`src/rtl/evo_timebase_pkg.sv`:
```
// Shared types and constants for the Evo timebase: timer FSM states, the
// microseconds-per-millisecond ratio and the timer tick source encoding.
package evo_timebase_pkg;

    typedef enum logic [1:0] {
        ST_IDLE  = 2'd0,
        ST_RUN   = 2'd1,
        ST_PAUSE = 2'd2
    } tmr_state_e;

    localparam int unsigned US_PER_MS = 1000;

    localparam logic SRC_1MHZ  = 1'b0;
    localparam logic SRC_16MHZ = 1'b1;

endpackage

```
`src/rtl/evo_strobe_div.sv`:
```
// Modulo-N strobe divider: en_out is high combinationally on the en_in that
// wraps the internal count from N-1 back to 0.
module evo_strobe_div #(
    parameter int unsigned N = 1000
) (
    input  logic clk,
    input  logic rst,
    input  logic en_in,
    output logic en_out
);

    localparam int unsigned CW = (N > 1) ? $clog2(N) : 1;

    logic [CW-1:0] cnt_q, cnt_d;
    logic          at_top;

    assign at_top = (cnt_q == CW'(N - 1));
    assign en_out = en_in && at_top;

    always_comb begin
        cnt_d = cnt_q;
        if (en_in) begin
            cnt_d = at_top ? '0 : cnt_q + CW'(1);
        end
    end

    always_ff @(posedge clk or posedge rst) begin
        if (rst) cnt_q <= '0;
        else     cnt_q <= cnt_d;
    end

endmodule

```
`src/rtl/evo_timebase.sv`:
```
// Evo timebase: free-running us/ms counters, 1 kHz strobe and a start/stop
// countdown timer. Define EVO_TIMEBASE_WDOG_EN to build the en1mhz-loss watchdog.
module evo_timebase
    import evo_timebase_pkg::*;
#(
    parameter int unsigned TMR_WIDTH  = 24,
    parameter int unsigned WDOG_LIMIT = 240
) (
    input  logic                 clk_bsp,
    input  logic                 reset,
    input  logic                 en1mhz,
    input  logic                 en16mhz,
    input  logic                 tmr_src,
    input  logic                 tmr_mode,
    input  logic [TMR_WIDTH-1:0] tmr_period,
    input  logic                 tmr_start,
    input  logic                 tmr_stop,
    output logic                 tmr_busy,
    output logic                 tmr_expire,
    output logic [TMR_WIDTH-1:0] tmr_count,
    output logic [31:0]          us_count,
    output logic [31:0]          ms_count,
    output logic                 en1khz,
    input  logic                 wdog_clr,
    output logic                 wdog_fault
);

    logic        ms_wrap;
    logic [31:0] us_count_q, us_count_d;
    logic [31:0] ms_count_q, ms_count_d;
    logic        en1khz_q, en1khz_d;

    evo_strobe_div #(.N(US_PER_MS)) u_ms_div (
        .clk    (clk_bsp),
        .rst    (reset),
        .en_in  (en1mhz),
        .en_out (ms_wrap)
    );

    always_comb begin
        us_count_d = en1mhz  ? us_count_q + 32'd1 : us_count_q;
        ms_count_d = ms_wrap ? ms_count_q + 32'd1 : ms_count_q;
        en1khz_d   = ms_wrap;
    end

    always_ff @(posedge clk_bsp or posedge reset) begin
        if (reset) begin
            us_count_q <= '0;
            ms_count_q <= '0;
            en1khz_q   <= 1'b0;
        end else begin
            us_count_q <= us_count_d;
            ms_count_q <= ms_count_d;
            en1khz_q   <= en1khz_d;
        end
    end

    assign us_count = us_count_q;
    assign ms_count = ms_count_q;
    assign en1khz   = en1khz_q;

    tmr_state_e           state_q, state_d;
    logic [TMR_WIDTH-1:0] count_q, count_d;
    logic [TMR_WIDTH-1:0] period_q, period_d;
    logic                 mode_q, mode_d;
    logic                 expire_q, expire_d;
    logic                 busy_q, busy_d;
    logic                 tick;

    assign tick = (tmr_src == SRC_16MHZ) ? en16mhz : en1mhz;

    // Stop has priority over start and over a coincident tick in every state.
    always_comb begin
        state_d  = state_q;
        count_d  = count_q;
        period_d = period_q;
        mode_d   = mode_q;
        expire_d = 1'b0;
        case (state_q)
            ST_IDLE: begin
                if (tmr_start && !tmr_stop && (tmr_period != '0)) begin
                    state_d  = ST_RUN;
                    count_d  = tmr_period;
                    period_d = tmr_period;
                    mode_d   = tmr_mode;
                end
            end
            ST_RUN: begin
                if (tmr_stop) begin
                    state_d = ST_PAUSE;
                end else if (tick) begin
                    if (count_q == TMR_WIDTH'(1)) begin
                        expire_d = 1'b1;
                        if (mode_q) begin
                            count_d = period_q;
                        end else begin
                            count_d = '0;
                            state_d = ST_IDLE;
                        end
                    end else begin
                        count_d = count_q - TMR_WIDTH'(1);
                    end
                end
            end
            ST_PAUSE: begin
                if (tmr_stop) begin
                    count_d = '0;
                    state_d = ST_IDLE;
                end else if (tmr_start) begin
                    state_d = ST_RUN;
                end
            end
            default: begin
                state_d = ST_IDLE;
                count_d = '0;
            end
        endcase
        busy_d = (state_d != ST_IDLE);
    end

    always_ff @(posedge clk_bsp or posedge reset) begin
        if (reset) begin
            state_q  <= ST_IDLE;
            count_q  <= '0;
            period_q <= '0;
            mode_q   <= 1'b0;
            expire_q <= 1'b0;
            busy_q   <= 1'b0;
        end else begin
            state_q  <= state_d;
            count_q  <= count_d;
            period_q <= period_d;
            mode_q   <= mode_d;
            expire_q <= expire_d;
            busy_q   <= busy_d;
        end
    end

    assign tmr_busy   = busy_q;
    assign tmr_expire = expire_q;
    assign tmr_count  = count_q;

`ifdef EVO_TIMEBASE_WDOG_EN
    localparam int unsigned WDW = $clog2(WDOG_LIMIT + 1);

    logic [WDW-1:0] wdog_cnt_q, wdog_cnt_d;
    logic           wdog_fault_q, wdog_fault_d;
    logic           wdog_hit;

    assign wdog_hit = (wdog_cnt_q == WDW'(WDOG_LIMIT));

    // Setting the fault outranks a simultaneous clear.
    always_comb begin
        wdog_cnt_d   = en1mhz ? '0 : (wdog_hit ? wdog_cnt_q : wdog_cnt_q + WDW'(1));
        wdog_fault_d = wdog_hit ? 1'b1 : (wdog_clr ? 1'b0 : wdog_fault_q);
    end

    always_ff @(posedge clk_bsp or posedge reset) begin
        if (reset) begin
            wdog_cnt_q   <= '0;
            wdog_fault_q <= 1'b0;
        end else begin
            wdog_cnt_q   <= wdog_cnt_d;
            wdog_fault_q <= wdog_fault_d;
        end
    end

    assign wdog_fault = wdog_fault_q;
`else
    logic wdog_unused;
    assign wdog_unused = wdog_clr | (WDOG_LIMIT == 0);
    assign wdog_fault  = 1'b0;
`endif

endmodule

```
`config.mk`:
```
export PLATFORM = sky130hd
export DESIGN_NAME = evo_timebase
export DESIGN_NICKNAME = d
export VERILOG_FILES = /design/src/rtl/evo_timebase_pkg.sv /design/src/rtl/evo_strobe_div.sv /design/src/rtl/evo_timebase.sv
export SDC_FILE = /design/constraint.sdc
export NUM_CORES = 1
export LEC_CHECK = 0
export ABC_AREA = 1
export CELL_PAD_IN_SITES_DETAIL_PLACEMENT = 1
export CELL_PAD_IN_SITES_GLOBAL_PLACEMENT = 2
export CORE_ASPECT_RATIO = 0.9
export CORE_UTILIZATION = 28
export CTS_BUF_LIST = sky130_fd_sc_hd__clkbuf_8
export DETAILED_ROUTE_END_ITERATION = 10
export GPL_ROUTABILITY_DRIVEN = 0
export GPL_TIMING_DRIVEN = 0
export HOLD_SLACK_MARGIN = 0.15
export PLACE_DENSITY = 0.75
export SYNTH_ARGS = -nofsm -noshare
export SYNTH_HDL_FRONTEND = slang
export SYNTH_SLANG_ARGS = --single-unit
export TNS_END_PERCENT = 100
```
`constraint.sdc`:
```
create_clock -name clk_bsp -period 4.43 [get_ports clk_bsp]
set_clock_uncertainty 0.15 [all_clocks]
set_input_delay 0.886 -clock clk_bsp [delete_from_list [all_inputs] [get_ports clk_bsp]]
set_output_delay 0.886 -clock clk_bsp [all_outputs]
set_load 0.02 [all_outputs]
```
### Word level (Yosys, flattened, before mapping)

Cells that the tools add are included.

| word-level totals | value |
|---|---|
| register bits | 128 |
| bits of input ports | 33 |
| output and inout bits | 92 |
| word-level logic and storage cells | 52 |

| cells by class | value |
|---|---|
| add/subtract/negate cells | 4 |
| equal/unequal tests | 8 |
| muxes and demuxes | 21 |
| reduce and logical (&&, ||, !) cells | 9 |

Operators with widths:

| operator | count |
|---|---|
| $mux 24 | 6 |
| $pmux 24 s3 | 1 |
| $add 32x1->32 const B | 2 |
| $eq 24x1->1 const B | 1 |
| $reduce_bool 24->1 | 1 |
| $sub 24x1->24 const B | 1 |
| $mux 2 | 7 |
| $add 10x1->10 const B | 1 |
| $eq 10x10->1 const B | 1 |
| $mux 10 | 1 |
| $ne 2x2->1 const B | 4 |
| $pmux 2 s3 | 1 |
| $mux 1 | 5 |
| $reduce_and 4->1 | 1 |
| $logic_and 1x1->1 | 3 |
| $eq 2x1->1 const B | 1 |
| $eq 2x2->1 const B | 1 |
| $logic_not 2->1 | 1 |
| $reduce_and 2->1 | 1 |
| $reduce_bool 2->1 | 1 |
| $logic_not 1->1 | 1 |

### Logic depth before layout (Yosys ltp)

| depth | value |
|---|---|
| depth after elaboration | 6 |
| gate-level depth with buffers | 12 |
| depth with buffers taken out | 11 |

### Cells and area by module

From an unflattened synthesis, not the netlist that was laid out.

| second synthesis, totals | value |
|---|---|
| cell total of the unflattened synthesis | 1015 |
| area, all modules | 7428.4 sq um |

Modules (own cells, without submodules):

| module | times used | cells each | area an instance (sq um) | sequential area each (sq um) |
|---|---|---|---|---|
| evo_timebase | 1 | 940 | 6865.3 | 2952.8 |
| evo_strobe_div | 1 | 75 | 563.0 | 250.2 |

### Worst setup path after synthesis

No wires, ideal clock.

| timing | value |
|---|---|
| kind | input port to flip-flop |
| start | in tmr_period[14] |
| end | reg count_q[3], in the netlist tmr_count[3] |
| library setup time | 0.117 ns |
| arrival time | 1.833 ns |
| required time | 4.163 ns |
| slack | 2.330 ns |
| stages on the path | 11 |
| path buffers | 1 |
| cells stage by stage | nor2_1 nand2_1 nor2_1 nand3_1 nand2_1 nand2_1 nand2_2 inv_4 buf_4 nand2_1 nand2_1 |

| between the ends | value |
|---|---|
| cells in the longest elaborated chain, start to end | 4 |

RTL lines:

| item | line | text |
|---|---|---|
| from (decl) | evo_timebase.sv:15 | `input logic [TMR_WIDTH-1:0] tmr_period,` |
| $reduce_bool 24->1 | evo_timebase.sv:81 | `if (tmr_start && !tmr_stop && (tmr_period != '0)) begin` |
| $logic_and 1x1->1 | evo_timebase.sv:81 |  |
| $ne 2x2->1 (no source line) | -- |  |
| $reduce_and 4->1 (no source line) | -- |  |
| to (signal assigned) | evo_timebase.sv:131 | `count_q <= count_d;` |
| to (decl) | evo_timebase.sv:63 | `logic [TMR_WIDTH-1:0] count_q, count_d;` |

Every way passes these cells.
A chain may end at the register's enable or synchronous reset.

### Worst setup path after layout

| timing | value |
|---|---|
| start | in tmr_period[6] |
| end | reg period_q[5] |

| between the ends | value |
|---|---|
| cells in the longest elaborated chain, start to end | 3 |

RTL lines:

| item | line | text |
|---|---|---|
| $reduce_bool 24->1 | evo_timebase.sv:81 |  |
| $logic_and 1x1->1 | evo_timebase.sv:81 |  |
| $reduce_and 2->1 (no source line) | -- |  |
| to (signal assigned) | evo_timebase.sv:132 | `period_q <= period_d;` |
| to (decl) | evo_timebase.sv:64 | `logic [TMR_WIDTH-1:0] period_q, period_d;` |

Every way passes these cells.

==> flow_summary.json <==
{
  "status": "finished, final reports clean",
  "clock_latency_ns": 0.46,
  "layout_common_cells": "nand2_1, nor2_1, inv_1",
  "fin_cells": 1630,
  "slew_headroom": 0.420,
  "cp_data_required_time_ns": 4.65,
  "cts_hold_buf": 0,
  "yosys_warnings": 0,
  "fillers": 3434,
  "dp_cells": 1597,
  "postLayoutCellArea_mm2": 0.0100,
  "synth_simple_gate_area_frac": 0.371,
  "drc": 0,
  "pin_count": 125,
  "vias": 7381,
  "power_density_mw_per_mm2": 482,
  "criticalPathCategory": "in -> reg",
  "vias_per_cell": 4.53,
  "cts_resized": 0,
  "ys_types": 43,
  "postCtsSetupBuffers": 0,
  "hold_path_depth": 1,
  "drive_above_1_share": 0.0722,
  "endpoint_kind": "flop",
  "synth_seq_cells": 128,
  "period_needed_ns": 2.77,
  "numCtsBuffers": 17,
  "setup_viol": 0,
  "r2r-start": "tmr_count[0]",
  "synth-seq-area-share": 0.409,
  "synthAdderAreaFrac": 0.00799,
  "cp_max_fo": 10,
  "fin_tns_setup_ns": 0,
  "gr-total-overflow": 0,
  "mostFrequentLayoutCell": "nand2_1",
  "initialDrtViolationCount": 317,
  "p_leak_nw": 4.80,
  "syn-num-nets": 1156,
  "drt_first_pass_iters": 4,
  "crit_start": "tmr_period[6]",
  "cpPeakStageDelay_ns": 0.51,
  "start_util": 0.287,
  "wirelength_mm": 25.7,
  "ant_nets": 0,
  "track_usage": 0.189,
  "slowest_stage": "clkbuf_1",
  "hold_violations": 0,
  "reg2reg_to": "tmr_count[16]",
  "rr_worst_depth": 9,
  "grt_pass1_wl_mm": 41.8,
  "cts_tree": "yes",
  "synth_cells": 1118,
  "grt_max_degree": 38,
  "synth_xor_area_frac": 0.0727,
  "core_mm2": 0.0272,
  "critical_path_depth": 9,
  "tightest_slew_ns": 0.868,
  "finalPower_w": 0.00483,
  "crit_chain": "clkdlybuf4s50_1 -> nor2_1 -> nand2_1 -> nor2_1 -> nand3_1 -> nand3_1 -> clkbuf_1 -> nand2_1 -> o21ai_0",
  "fin_nets": 1300,
  "portBuffers": 122,
  "fmax_mhz": 361,
  "drv_cap": 0,
  "arrival_ns": 2.99,
  "crit_buf_inv": 2,
  "reg2reg_slack_ns": 2.31,
  "rsz0062_at_grt": "false",
  "syn_area_mm2": 0.00783,
  "avgRoutedWirePerCell_um": 15.8,
  "area.growth.synth_to_final_pct": 28.0,
  "die_h_um": 161,
  "htreeDepth": 4,
  "finalCritPeriodShare": 0.626,
  "crit_end": "period_q[5]",
  "placed_area_mm2": 0.00956,
  "avgSynthCellArea_um2": 7.00,
  "final_util": 0.368,
  "synth_top_family_by_area": "simple AND/OR/NAND/NOR gates",
  "final_max_slew_viol_count": 0,
  "ir_worst_vdd_v": 0.000245,
  "clkTransAtPathRegs_ns": 0.09,
  "cts.path.max_buffers": 2,
  "synth_mux_area_frac": 0,
  "die_area_mm2": 0.0286,
  "cts_sinks": 128,
  "regArea_mm2": 0.00320,
  "start_kind": "input pin",
  "cts_root_buf": "clkbuf_8",
  "std_cell_rows": 57,
  "die_w_um": 178,
  "grt_pass1_vias": 7591,
  "multi_input_area_mm2": 0.00397,
  "worstHoldPathType": "reg -> reg",
  "cp_top_family": "simple AND/OR/NAND/NOR gates",
  "hpwlAfterDp_mm": 20.3,
  "antenna_found_initial": 1,
  "synth-compound-area-share": 0.0548
}
## where the power goes
group / total, W / internal [W] / switching [W] / leakage (nW)
Combinational: 0.00183 / 0.000699 / 0.00113 / 2.98
Clock: 0.00123 / 0.000679 / 0.000550 / 0.223
Sequential: 0.00178 / 0.00143 / 0.000349 / 1.60
## metrics by stage
stage | setup slack [ns] | hold slack [ns]
5_1_grt | 1.52 | 0.357
4_1_cts | 1.62 | 0.337
6_report | 1.66 | 0.330
3_5_place_dp | 1.13 | 0.321
3_3_place_gp | 0.339 | 0.316
2_1_floorplan | 1.81 | 0.303
## metal layers
layer	part of all wire	up-vias	global-route usage	wire length (µm)
met2	0.45	104	0.301	11700
met5	0	-	0	0
li1	-	3765	-	-
met4	0.0077	0	0.0351	197
met1	0.51	3502	0.270	13100
met3	0.031	10	0.0303	810
## sequential cells by signal, summed over array words and instances (netlist names)
register        count
ms_count           32
us_count           32
period_q           24
tmr_count          24
u_ms_div.cnt_q     10
state_q             2
en1khz              1
mode_q              1
tmr_busy            1
tmr_expire          1
## cells in the mapped netlist, drive strengths merged
library cell / instances / area [µm²]
a22oi: 1 / 7.51
nor3: 33 / 175
nand3: 68 / 345
o21a: 1 / 7.51
dfrtp: 128 / 3200
ha: 5 / 62.6
o22ai: 1 / 6.26
xnor2: 23 / 201
o21ai: 46 / 234
inv: 138 / 521
buf: 14 / 95.1
nor3b: 1 / 7.51
xor2: 42 / 368
or2: 2 / 12.5
nand4: 22 / 144
o21ba: 1 / 10.0
nor4: 3 / 25.0
a21oi: 22 / 129
nor2: 190 / 801
conb: 1 / 3.75
nand3b: 3 / 22.5
a31oi: 1 / 6.26
o31ai: 2 / 28.8
nand2: 359 / 1370
clkbuf: 11 / 41.3
## area by class of cell
class	count	area share
sequential	128	0.320
buffer	25	0.0136
inverter	138	0.0523
clock inverter	15	0.0230
multi-input combinational	827	0.396
tap	354	0.0442
clock buffer	17	0.0233
timing repair buffer	125	0.128
antenna	1	0.000250
## cell families (layout without fill, tap and decap cells)
family                     after synthesis  in the layout
AOI/OAI and AO/OA                       75             75
xor gates and xnor gates                65             65
adders and majority gates                5              5
buffers and inverters                  163            320
DFF                                    128            128
other                                    1              2
and+or+nand+nor                        681            681
## worst min-delay path by stage
| stage | startpoint | endpoint | slack, ns |
|---|---|---|---|
| floorplan | period_q[0] | period_q[0] | 0.30 |
| global placement | us_count[31] | us_count[31] | 0.32 |
| detailed placement | us_count[31] | us_count[31] | 0.32 |
| CTS | us_count[31] | us_count[31] | 0.34 |
| global route | us_count[31] | us_count[31] | 0.36 |
| finish | us_count[31] | us_count[31] | 0.33 |
Power figures use the tool's default switching activity.
